**config.mk**
```make
export PLATFORM = sky130hd
export DESIGN_NAME = masked_match_counter
export DESIGN_NICKNAME = d
export VERILOG_FILES = /design/src/rtl/masked_match_counter.sv
export SDC_FILE = /design/constraint.sdc
export NUM_CORES = 1
export LEC_CHECK = 0
export CAP_MARGIN = 15
export CORE_ASPECT_RATIO = 0.75
export CORE_UTILIZATION = 52
export CTS_CLUSTER_DIAMETER = 40
export DETAILED_ROUTE_END_ITERATION = 16
export PLACE_DENSITY = 0.86
export SYNTH_ARGS = -nofsm -noshare
export SYNTH_HDL_FRONTEND = slang
export SYNTH_SLANG_ARGS = --single-unit
```
**constraint.sdc**
```tcl
create_clock -name clk -period 6.9 [get_ports clk]
set_clock_uncertainty 0.05 [all_clocks]
set_input_delay 1.38 -clock clk [delete_from_list [all_inputs] [get_ports clk]]
set_output_delay 1.38 -clock clk [all_outputs]
set_load 0.03 [all_outputs]
```
**src/rtl/masked_match_counter.sv**
```systemverilog
// Streaming masked-pattern detector with a saturating hit counter and a
// one-beat config reload handshake.
//
//   state  | meaning
//   -------+---------------------------------------------------------------
//   RUN    | normal streaming; config and input words both accepted
//   UPDATE | single cycle after a config accept; both handshakes stalled
module masked_match_counter #(
    parameter int                 WIDTH         = 8,
    parameter int                 CNT_WIDTH     = 16,
    parameter logic [WIDTH-1:0]   RESET_PATTERN = {WIDTH{1'b0}},
    parameter logic [WIDTH-1:0]   RESET_MASK    = {WIDTH{1'b1}}
) (
    input  logic                  clk,
    input  logic                  rst,
    input  logic                  cfg_valid,
    output logic                  cfg_ready,
    input  logic [WIDTH-1:0]      cfg_pattern,
    input  logic [WIDTH-1:0]      cfg_mask,
    input  logic                  cfg_invert,
    input  logic                  in_valid,
    output logic                  in_ready,
    input  logic [WIDTH-1:0]      in_data,
    input  logic                  clear,
    output logic                  match_valid,
    output logic                  match,
    output logic                  any_bit,
    output logic [CNT_WIDTH-1:0]  match_count,
    output logic                  count_sat
);

    typedef enum logic {
        RUN    = 1'b0,
        UPDATE = 1'b1
    } state_t;

    localparam logic [CNT_WIDTH-1:0] CNT_MAX = {CNT_WIDTH{1'b1}};

    state_t            state_q;
    state_t            state_d;
    logic [WIDTH-1:0]  pattern_q;
    logic [WIDTH-1:0]  mask_q;
    logic              invert_q;

    logic              cfg_accept;
    logic              word_accept;
    logic [WIDTH-1:0]  x;
    logic              hit;
    logic              any;

    // State register.
    always_ff @(posedge clk) begin
        if (rst) begin
            state_q <= RUN;
        end else begin
            state_q <= state_d;
        end
    end

    // Next state and handshake readies; both readies are forced low during reset.
    always_comb begin
        state_d   = state_q;
        cfg_ready = 1'b0;
        in_ready  = 1'b0;
        if (!rst) begin
            case (state_q)
                RUN: begin
                    cfg_ready = 1'b1;
                    in_ready  = 1'b1;
                    if (cfg_valid) begin
                        state_d = UPDATE;
                    end
                end
                UPDATE: begin
                    state_d = RUN;
                end
                default: begin
                    state_d = RUN;
                end
            endcase
        end
    end

    // Compare datapath, always against the currently active config.
    always_comb begin
        cfg_accept  = cfg_valid & cfg_ready;
        word_accept = in_valid & in_ready;
        x           = in_data ^ {WIDTH{invert_q}};
        hit         = ~|((x ^ pattern_q) & mask_q);
        any         = |(x & mask_q);
    end

    // Config registers; a word accepted alongside the beat still sees the old values.
    always_ff @(posedge clk) begin
        if (rst) begin
            pattern_q <= RESET_PATTERN;
            mask_q    <= RESET_MASK;
            invert_q  <= 1'b0;
        end else if (cfg_accept) begin
            pattern_q <= cfg_pattern;
            mask_q    <= cfg_mask;
            invert_q  <= cfg_invert;
        end
    end

    // Registered per-word result; match/any_bit hold when no word is accepted.
    always_ff @(posedge clk) begin
        if (rst) begin
            match_valid <= 1'b0;
            match       <= 1'b0;
            any_bit     <= 1'b0;
        end else begin
            match_valid <= word_accept;
            if (word_accept) begin
                match   <= hit;
                any_bit <= any;
            end
        end
    end

    // Saturating hit counter; clear and config accept win over a same-edge hit.
    always_ff @(posedge clk) begin
        if (rst) begin
            match_count <= '0;
            count_sat   <= 1'b0;
        end else if (clear || cfg_accept) begin
            match_count <= '0;
            count_sat   <= 1'b0;
        end else if (word_accept && hit && (match_count != CNT_MAX)) begin
            match_count <= match_count + 1'b1;
            if (match_count == CNT_MAX - 1'b1) begin
                count_sat <= 1'b1;
            end
        end
    end

endmodule

```
# Word-level counts from Yosys, hierarchy flattened
# Cells that the tools add are included.
[word_totals]
register_bits = 38
latchBits = 0
ramBits = 0
romBits = 0
input_bits = 30
word_cells = 31
mem_count = 0
[op_classes]
addsub = 1
mul = 0
div = 0
order_cmp = 0
eq_ne = 2
shift = 0
mux = 4
n_bitwise = 7
reduce_logical = 8
[op_table]
columns = ["operator", "n"]
rows = [
  ["adder 16 x 1 -> 16 bit (second input constant)", 1],
  ["bitwise AND 8 bit", 2],
  ["== test 16 bit (second input constant)", 1],
  ["!= test 16 bit (second input constant)", 1],
  ["OR reduction 8 bit", 2],
  ["bitwise XOR 8 bit", 2],
  ["2-to-1 mux 1 bit", 3],
  ["bitwise AND 1 bit", 2],
  ["logical AND 1 bit", 2],
  ["one-hot mux 1 bit (2 select lines)", 1],
  ["AND reduction 2 bit", 1],
  ["OR reduction 2 bit", 1],
  ["logical NOT 1 bit", 1],
  ["logical OR 1 bit", 1],
  ["NOT 1 bit", 1],
]

# Longest topological paths before layout
# Gate-level depths: netlist of run 1.
[logic_depth]
ltp_word = 8
depth_mapped = 7

# Worst setup path after synthesis of run 1
# Ideal clock, no wire load.
[synth_timing]
path_kind = "input -> output"
start = "input port rst"
end = "output port in_ready"
t_arrival_ps = 2101
t_required_ps = 5470
path_slack_ps = 3369
stages = 2
path_cell_list = "nor2_1 > buf_4"
[synth_between]
elab_chain_len = 1
[synth_rtl]
columns = ["element", "line", "source"]
rows = [
  ["from (decl)", "15", "input logic rst,"],
  ["2-to-1 mux 1 bit", "65", "if (!rst) begin"],
  ["to (decl)", "22", "output logic in_ready,"],
]
# No other way between the ends.

# Worst setup path in the final report of run 1
[layout_timing]
start = "input port rst"
end = "output port cfg_ready"
[layout_between]
elab_chain_len = 1
[layout_rtl]
columns = ["element", "line", "source"]
rows = [
  ["2-to-1 mux 1 bit", "65", ""],
  ["to (decl)", "17", "output logic cfg_ready,"],
]
# No other way between the ends.

==> impl_metrics.toml, run 1 <==
[timing]
final-max-slew-violation-count = 0
fin_setup_tns_ns = 0
finalHoldViolCount = 0
min_period_ns = 4.59
worst_max_slew_margin_expressed_relative_to_the_limit_pct = 36.0
unrepaired_setup_endpoints_after_global_routing = "false"
timing.final.setup_violations = 0
setup_ws_ns = 2.31
max_slew.worst_pin.slew_ns = 0.951
achievable-frequency_ghz = 0.218
final_min_period_over_clock_period_pct = 66.5

[setup_path]
critical_path_class = "input port to output port"
critPathLaunchType = "input port"
worst-endpoint-required_ns = 5.47
crit_path_end_kind = "output port"
cp.arrival_ns = 3.16
crit_fanout = 23

[synth]
synth_fp_nets = 255
postSynthAreaPerCell_um2 = 8.66
ys.warnings.count = 0
ys_ff_latch = 38
synth_area_um2 = 1930
syn_inst = 223
synth-seq-area-share_pct = 39.4
synthDistinctLibCells = 37

[routing]
detail_route.drc_violations = 0
drt_iter0_markers = 110
detail_route.first_pass.iterations = 4
per_cell_routed_wire_length_um = 14.3
detail_route.wirelength_um = 4560
vias_per_cell = 5.73
drt.antenna.violating_nets = 0
num_vias = 1829

[clocking]
cts_resizes = 0
setup_buffers_after_cts = 0
cts_buffer_depth = 2
cts_sinks = 38
num_cts_buffers = 5
clock_latency_ns = 0.29
root_buffer = "clkbuf_8"
clkSlewWorstSetupHoldPaths_ns = 0.07
cts.htree.levels = 2
hold_buffers = 0
tritoncts_clock_tree = "done"

[pwr]
total_leakage_power_nw = 0.906
ir_worst_vdd_mv = 0.106
p_per_area_nw_per_um2 = 183

[placement]
pre_cts_ws_ns = 2.27
final_weighted_congestion_in_routability_driven_placement = 0.843
dpl.hpwl_um = 3300
number_of_buffer_cells_added_on_primary_ports = 51
place_inst = 313

[die]
core_area_um2 = 3420
floorplan.initialDensity_pct = 56.4
die_area_um2 = 3960
num_io_pins = 52
floorplan_die_width_um = 72.4
die-height_um = 54.8
core.rowCount = 18

[finish]
layout-drive-gt1-share_pct = 3.35
final_cells = 319
seq_area_um2 = 761
core_util_final_pct = 74.3
area_delta_synth_final_pct = 31.7
num_antenna_cells = 0
multi_input_area_um2 = 1080
num-nets-final = 302
fillerInstances = 274

[global_routing]
first_global_vias = 1629
global_route_wire_length_before_repair_um = 7460
pin_count_of_the_biggest_net_entering_global_routing = 38
initial_antenna_violation_count = 0
grt_usage_pct = 25.3
globalRouteOverflowTotal = 0

[job]
cap_viol_max_count = 0

[worst_hold_path]
holdCritPathClass = "register to register"

[run_status]
outcome = "finished clean"
[cell usage after synthesis]
cell,instances,area (µm²)
dfxtp_1,38,761
nand2_1,24,90.1
o21ai_0,23,115
a21oi_1,18,90.1
inv_1,11,41.3
nor2_1,11,41.3
or4_1,10,75.1
nand2b_1,9,56.3
o31ai_1,9,67.6
clkbuf_1,8,30.0
nand4_1,8,50.1
nand3_1,7,35.0
a22oi_1,4,30.0
and4_1,4,35.0
o22ai_1,4,25.0
or3_1,4,25.0
xnor3_1,4,90.1
xor3_1,4,95.1
and3_1,2,12.5
buf_2,2,10.0
ha_1,2,25.0
o22a_1,2,17.5
a222oi_1,1,10.0
a311oi_1,1,8.76
a41oi_1,1,8.76
and2_1,1,6.26
buf_1,1,3.75
buf_4,1,7.51
nand3b_1,1,7.51
nor3_1,1,5.00
nor4_1,1,6.26
o21a_1,1,7.51
o311ai_0,1,8.76
o31a_1,1,8.76
o41ai_1,1,8.76
or2_2,1,6.26
or3b_2,1,8.76
[worst max-delay path: stages]
cell,delay (ns)
clkdlybuf4s50_1,0.75
nor2_1,0.30
clkdlybuf4s50_1,0.72
[routing by layer]
metal	GRT usage (%)	share of wire [%]	vias up	routed length [µm]
met2	40.0	45	59	2070
met3	6.26	5.8	7	266
met4	8.50	1.1	0	51
li1	-	-	916	-
met1	34.4	48	847	2180
met5	0	0	-	0
[registers in the layout, summed over array words and instances, names as in the netlist]
signal,cells
match_valid,1
count_sat,1
invert_q,1
match_count,16
any_bit,1
pattern_q,8
mask_q,8
state_q,1
match,1
[cell usage in the layout, fill, tap and decap left out, drive strengths merged, types with 4 or more instances in the layout]
cell,n
nand2,24
or4,10
inv,11
clkdlybuf4s50,51
nand4,8
a22oi,4
nand3,7
clkbuf,6
xor3,4
and4,4
dfxtp,38
nand2b,9
or3,4
o31ai,9
nor2,11
xnor3,4
o21ai,23
o22ai,4
a21oi,18
[worst paths after layout]
path / from / to / slack, ns / cells past startpoint
max: rst / cfg_ready / 2.31 / 3
min: match$_SDFFE_PP0N_ / match$_SDFFE_PP0N_ / 0.42 / 2
max reg2reg: invert_q$_SDFFE_PP0P_ / match_count[9]$_SDFFE_PP0P_ / 3.89 / 5
min reg2reg: match$_SDFFE_PP0N_ / match$_SDFFE_PP0N_ / 0.42 / 2
[cell type report]
type	count	area share (%)
Sequential cell	38	29.9
Inverter	11	1.62
Multi-Input combinational cell	162	42.4
Tap cell	50	2.46
Timing Repair Buffer	52	20.4
Clock buffer	6	3.25
[cell families after synthesis]
family / Yosys count / synth area share [%]
simple gates: 85 / 23.8
compound gates: 67 / 21.1
flops: 38 / 39.4
buf+inv: 23 / 4.80
xor+xnor: 8 / 9.59
fa+ha+maj: 2 / 1.30
[metrics by stage]
step	power, mW	hold WS, ns	instance area (µm²)
2_1_floorplan	0.291	0.416	1930
3_3_place_gp	0.320	0.403	2460
3_5_place_dp	0.322	0.416	2460
4_1_cts	0.467	0.425	2540
5_1_grt	0.485	0.437	2540
6_report	0.466	0.421	2540
[power breakdown]
group | leakage (nW) | switching, mW | internal (mW) | total [mW]
clock network | 0.0431 | 0.0706 | 0.0770 | 0.148
logic | 0.551 | 0.0335 | 0.0450 | 0.0785
registers | 0.311 | 0.00981 | 0.230 | 0.239
(Power assumes the default switching activity.)
==> run 2, diff against run 1 <==
--- a/config.mk
+++ b/config.mk
@@ -7,10 +7,10 @@
 export LEC_CHECK = 0
 export CAP_MARGIN = 15
 export CORE_ASPECT_RATIO = 0.75
-export CORE_UTILIZATION = 52
+export CORE_UTILIZATION = 43
 export CTS_CLUSTER_DIAMETER = 40
 export DETAILED_ROUTE_END_ITERATION = 16
-export PLACE_DENSITY = 0.86
+export PLACE_DENSITY = 0.76
 export SYNTH_ARGS = -nofsm -noshare
 export SYNTH_HDL_FRONTEND = slang
 export SYNTH_SLANG_ARGS = --single-unit
==> constraint.sdc (replaced) <==
create_clock -name clk -period 3.9 [get_ports clk]
set_clock_uncertainty 0.05 [all_clocks]
set_input_delay 0.78 -clock clk [delete_from_list [all_inputs] [get_ports clk]]
set_output_delay 0.78 -clock clk [all_outputs]
set_load 0.03 [all_outputs]
==> impl_metrics.toml, run 2 (synthesized netlist as in run 1, its figures left out) <==
[run_status]
outcome = "finished clean"

[setup_path]
critPathLaunchType = "input port"
timing.critical_path.from = "rst"
r2r_setup_slack_ns = 1.05
crit_fanout = 22
crit_path_cell_trace = "clkdlybuf4s50_1 -> buf_4 -> nor2_1 -> clkdlybuf4s50_1"
critPathMostFrequentCell = "clkdlybuf4s50_1"
critical_path_class = "input port to output port"
critical-path-max-stage-delay_ns = 0.70
cp.arrival_ns = 2.27
regToRegStartpoint = "invert_q$_SDFFE_PP0P_"
crit_path_end_kind = "output port"
worst-endpoint-required_ns = 3.07
slowest_stage_cell_cp = "clkdlybuf4s50_1"

[placement]
placement.cell_area_um2 = 2480
final_weighted_congestion_in_routability_driven_placement = 0.854
place_inst = 320
dpl.hpwl_um = 3270
number_of_buffer_cells_added_on_primary_ports = 51

[pwr]
p_per_area_nw_per_um2 = 318
clockPowerShare_pct = 30.9
switching_component_of_the_power_mw = 0.205
sw_frac_of_total_pct = 25.1
ir_worst_vdd_mv = 0.183
total_leakage_power_nw = 0.909
power_report.internal_total_mw = 0.610
p_comb_share_pct = 17.2
report.power.total_mw = 0.815
pwr-share-seq_pct = 51.9

[timing]
max_slew.worst_pin.slew_ns = 0.941
unrepaired_setup_endpoints_after_global_routing = "false"
final_min_period_over_clock_period_pct = 79.5
worst_max_slew_margin_expressed_relative_to_the_limit_pct = 36.6
timing.final.setup_violations = 0
final-max-slew-violation-count = 0
finalHoldViolCount = 0
fin_setup_tns_ns = 0
min_period_ns = 3.10
achievable-frequency_ghz = 0.322

[routing]
num_vias = 1790
detail_route.first_pass.iterations = 4
detail_route.drc_violations = 0
detail_route.wirelength_um = 4460
vias_per_cell = 5.47
drt.antenna.violating_nets = 0
per_cell_routed_wire_length_um = 13.6
drt_iter0_markers = 72

[finish]
stdcell_area_um2 = 2560
commonest_non_fill_non_tap_cells_in_the_layout = "51 x clkdlybuf4s50_1, 38 x dfxtp_1, 24 x nand2_1, 23 x o21ai_0, 18 x a21oi_1"
fillerInstances = 394
largest_reg_flops = 16
num-nets-final = 304
layout-drive-gt1-share_pct = 4.04
core_util_final_pct = 61.3
final_cells = 327
most_frequent_standard_cell_in_the_layout_excluding_fill_and_tap_cells = "clkdlybuf4s50_1"
num_antenna_cells = 0
top_register_by_number_of_flip_flops = "match_count"
largestRegisters = "match_count: 16 flops, mask_q: 8 flops, pattern_q: 8 flops"
area_delta_synth_final_pct = 32.7

[die]
floorplan_die_width_um = 79.4
die_area_um2 = 4760
floorplan.initialDensity_pct = 46.2
num_io_pins = 52
core_area_um2 = 4180
die-height_um = 60.0
core.rowCount = 20

[global_routing]
grt_usage_pct = 20.5
initial_antenna_violation_count = 0
globalRouteOverflowTotal = 0
first_global_vias = 1632
pin_count_of_the_biggest_net_entering_global_routing = 37
global_route_wire_length_before_repair_um = 7380

[clocking]
num_cts_buffers = 5
cts_sinks = 38
clock_latency_ns = 0.29
setup_buffers_after_cts = 0
cts_resizes = 0
hold_buffers = 0
clkSlewWorstSetupHoldPaths_ns = 0.07
cts_buffer_depth = 2
cts.htree.levels = 2
tritoncts_clock_tree = "done"
root_buffer = "clkbuf_8"

[worst_hold_path]
min_from = "match$_SDFFE_PP0N_"
holdCritPathClass = "register to register"

[job]
cap_viol_max_count = 0
## run 2: cell count changes in the layout (fill, tap and decap cells not counted), sizes merged
cell	previous run	this run
clkinvlp	0	1
buf	1	3
## run 2: worst max-delay path: cells and delay by family
family | cells | cell delay [ns]
buffers and inverters | 3 | 1.33
AND/OR/NAND/NOR | 1 | 0.17
## run 2: power by group through the flow
stage | Combinational [mW] | Clock [mW] | Sequential [mW]
final | 0.140 | 0.252 | 0.423
after CTS | 0.140 | 0.256 | 0.423
after floorplan | 0.0856 | 0 | 0.430
after global placement | 0.138 | 0 | 0.432
after global routing | 0.154 | 0.271 | 0.426
after detailed placement | 0.140 | 0 | 0.432
## run 2: layout make-up
| cell class | instances | area [µm²] | share of cell area (%) |
|---|---|---|---|
| well taps | 55 | 68.8 | 2.69 |
| clock buffers | 6 | 72.6 | 2.83 |
| inverters | 11 | 41.3 | 1.61 |
| clock inverters | 1 | 7.51 | 0.293 |
| flip-flops and latches | 38 | 761 | 29.7 |
| repair buffers | 54 | 533 | 20.8 |
| multi-input cells | 162 | 1080 | 42.1 |
## run 2: stage by stage
step | hold slack (ns) | worst slack [ns]
floorplan | 0.416 | 1.38
global placement | 0.395 | 0.638
detailed placement | 0.397 | 0.559
CTS | 0.407 | 0.766
global route | 0.431 | 0.628
finish | 0.407 | 0.798
## run 2: final timing paths
kind,end,cells after the start
min,match$_SDFFE_PP0N_,2
min reg2reg,match$_SDFFE_PP0N_,2
max reg2reg,match_count[13]$_SDFFE_PP0P_,5
max,cfg_ready,4
## run 2: layer usage
| metal | track usage (%) | routed length (µm) |
|---|---|---|
| met5 | 0 | 0 |
| met3 | 4.58 | 241 |
| met2 | 30.0 | 1900 |
| met4 | 8.05 | 39 |
| met1 | 29.2 | 2280 |
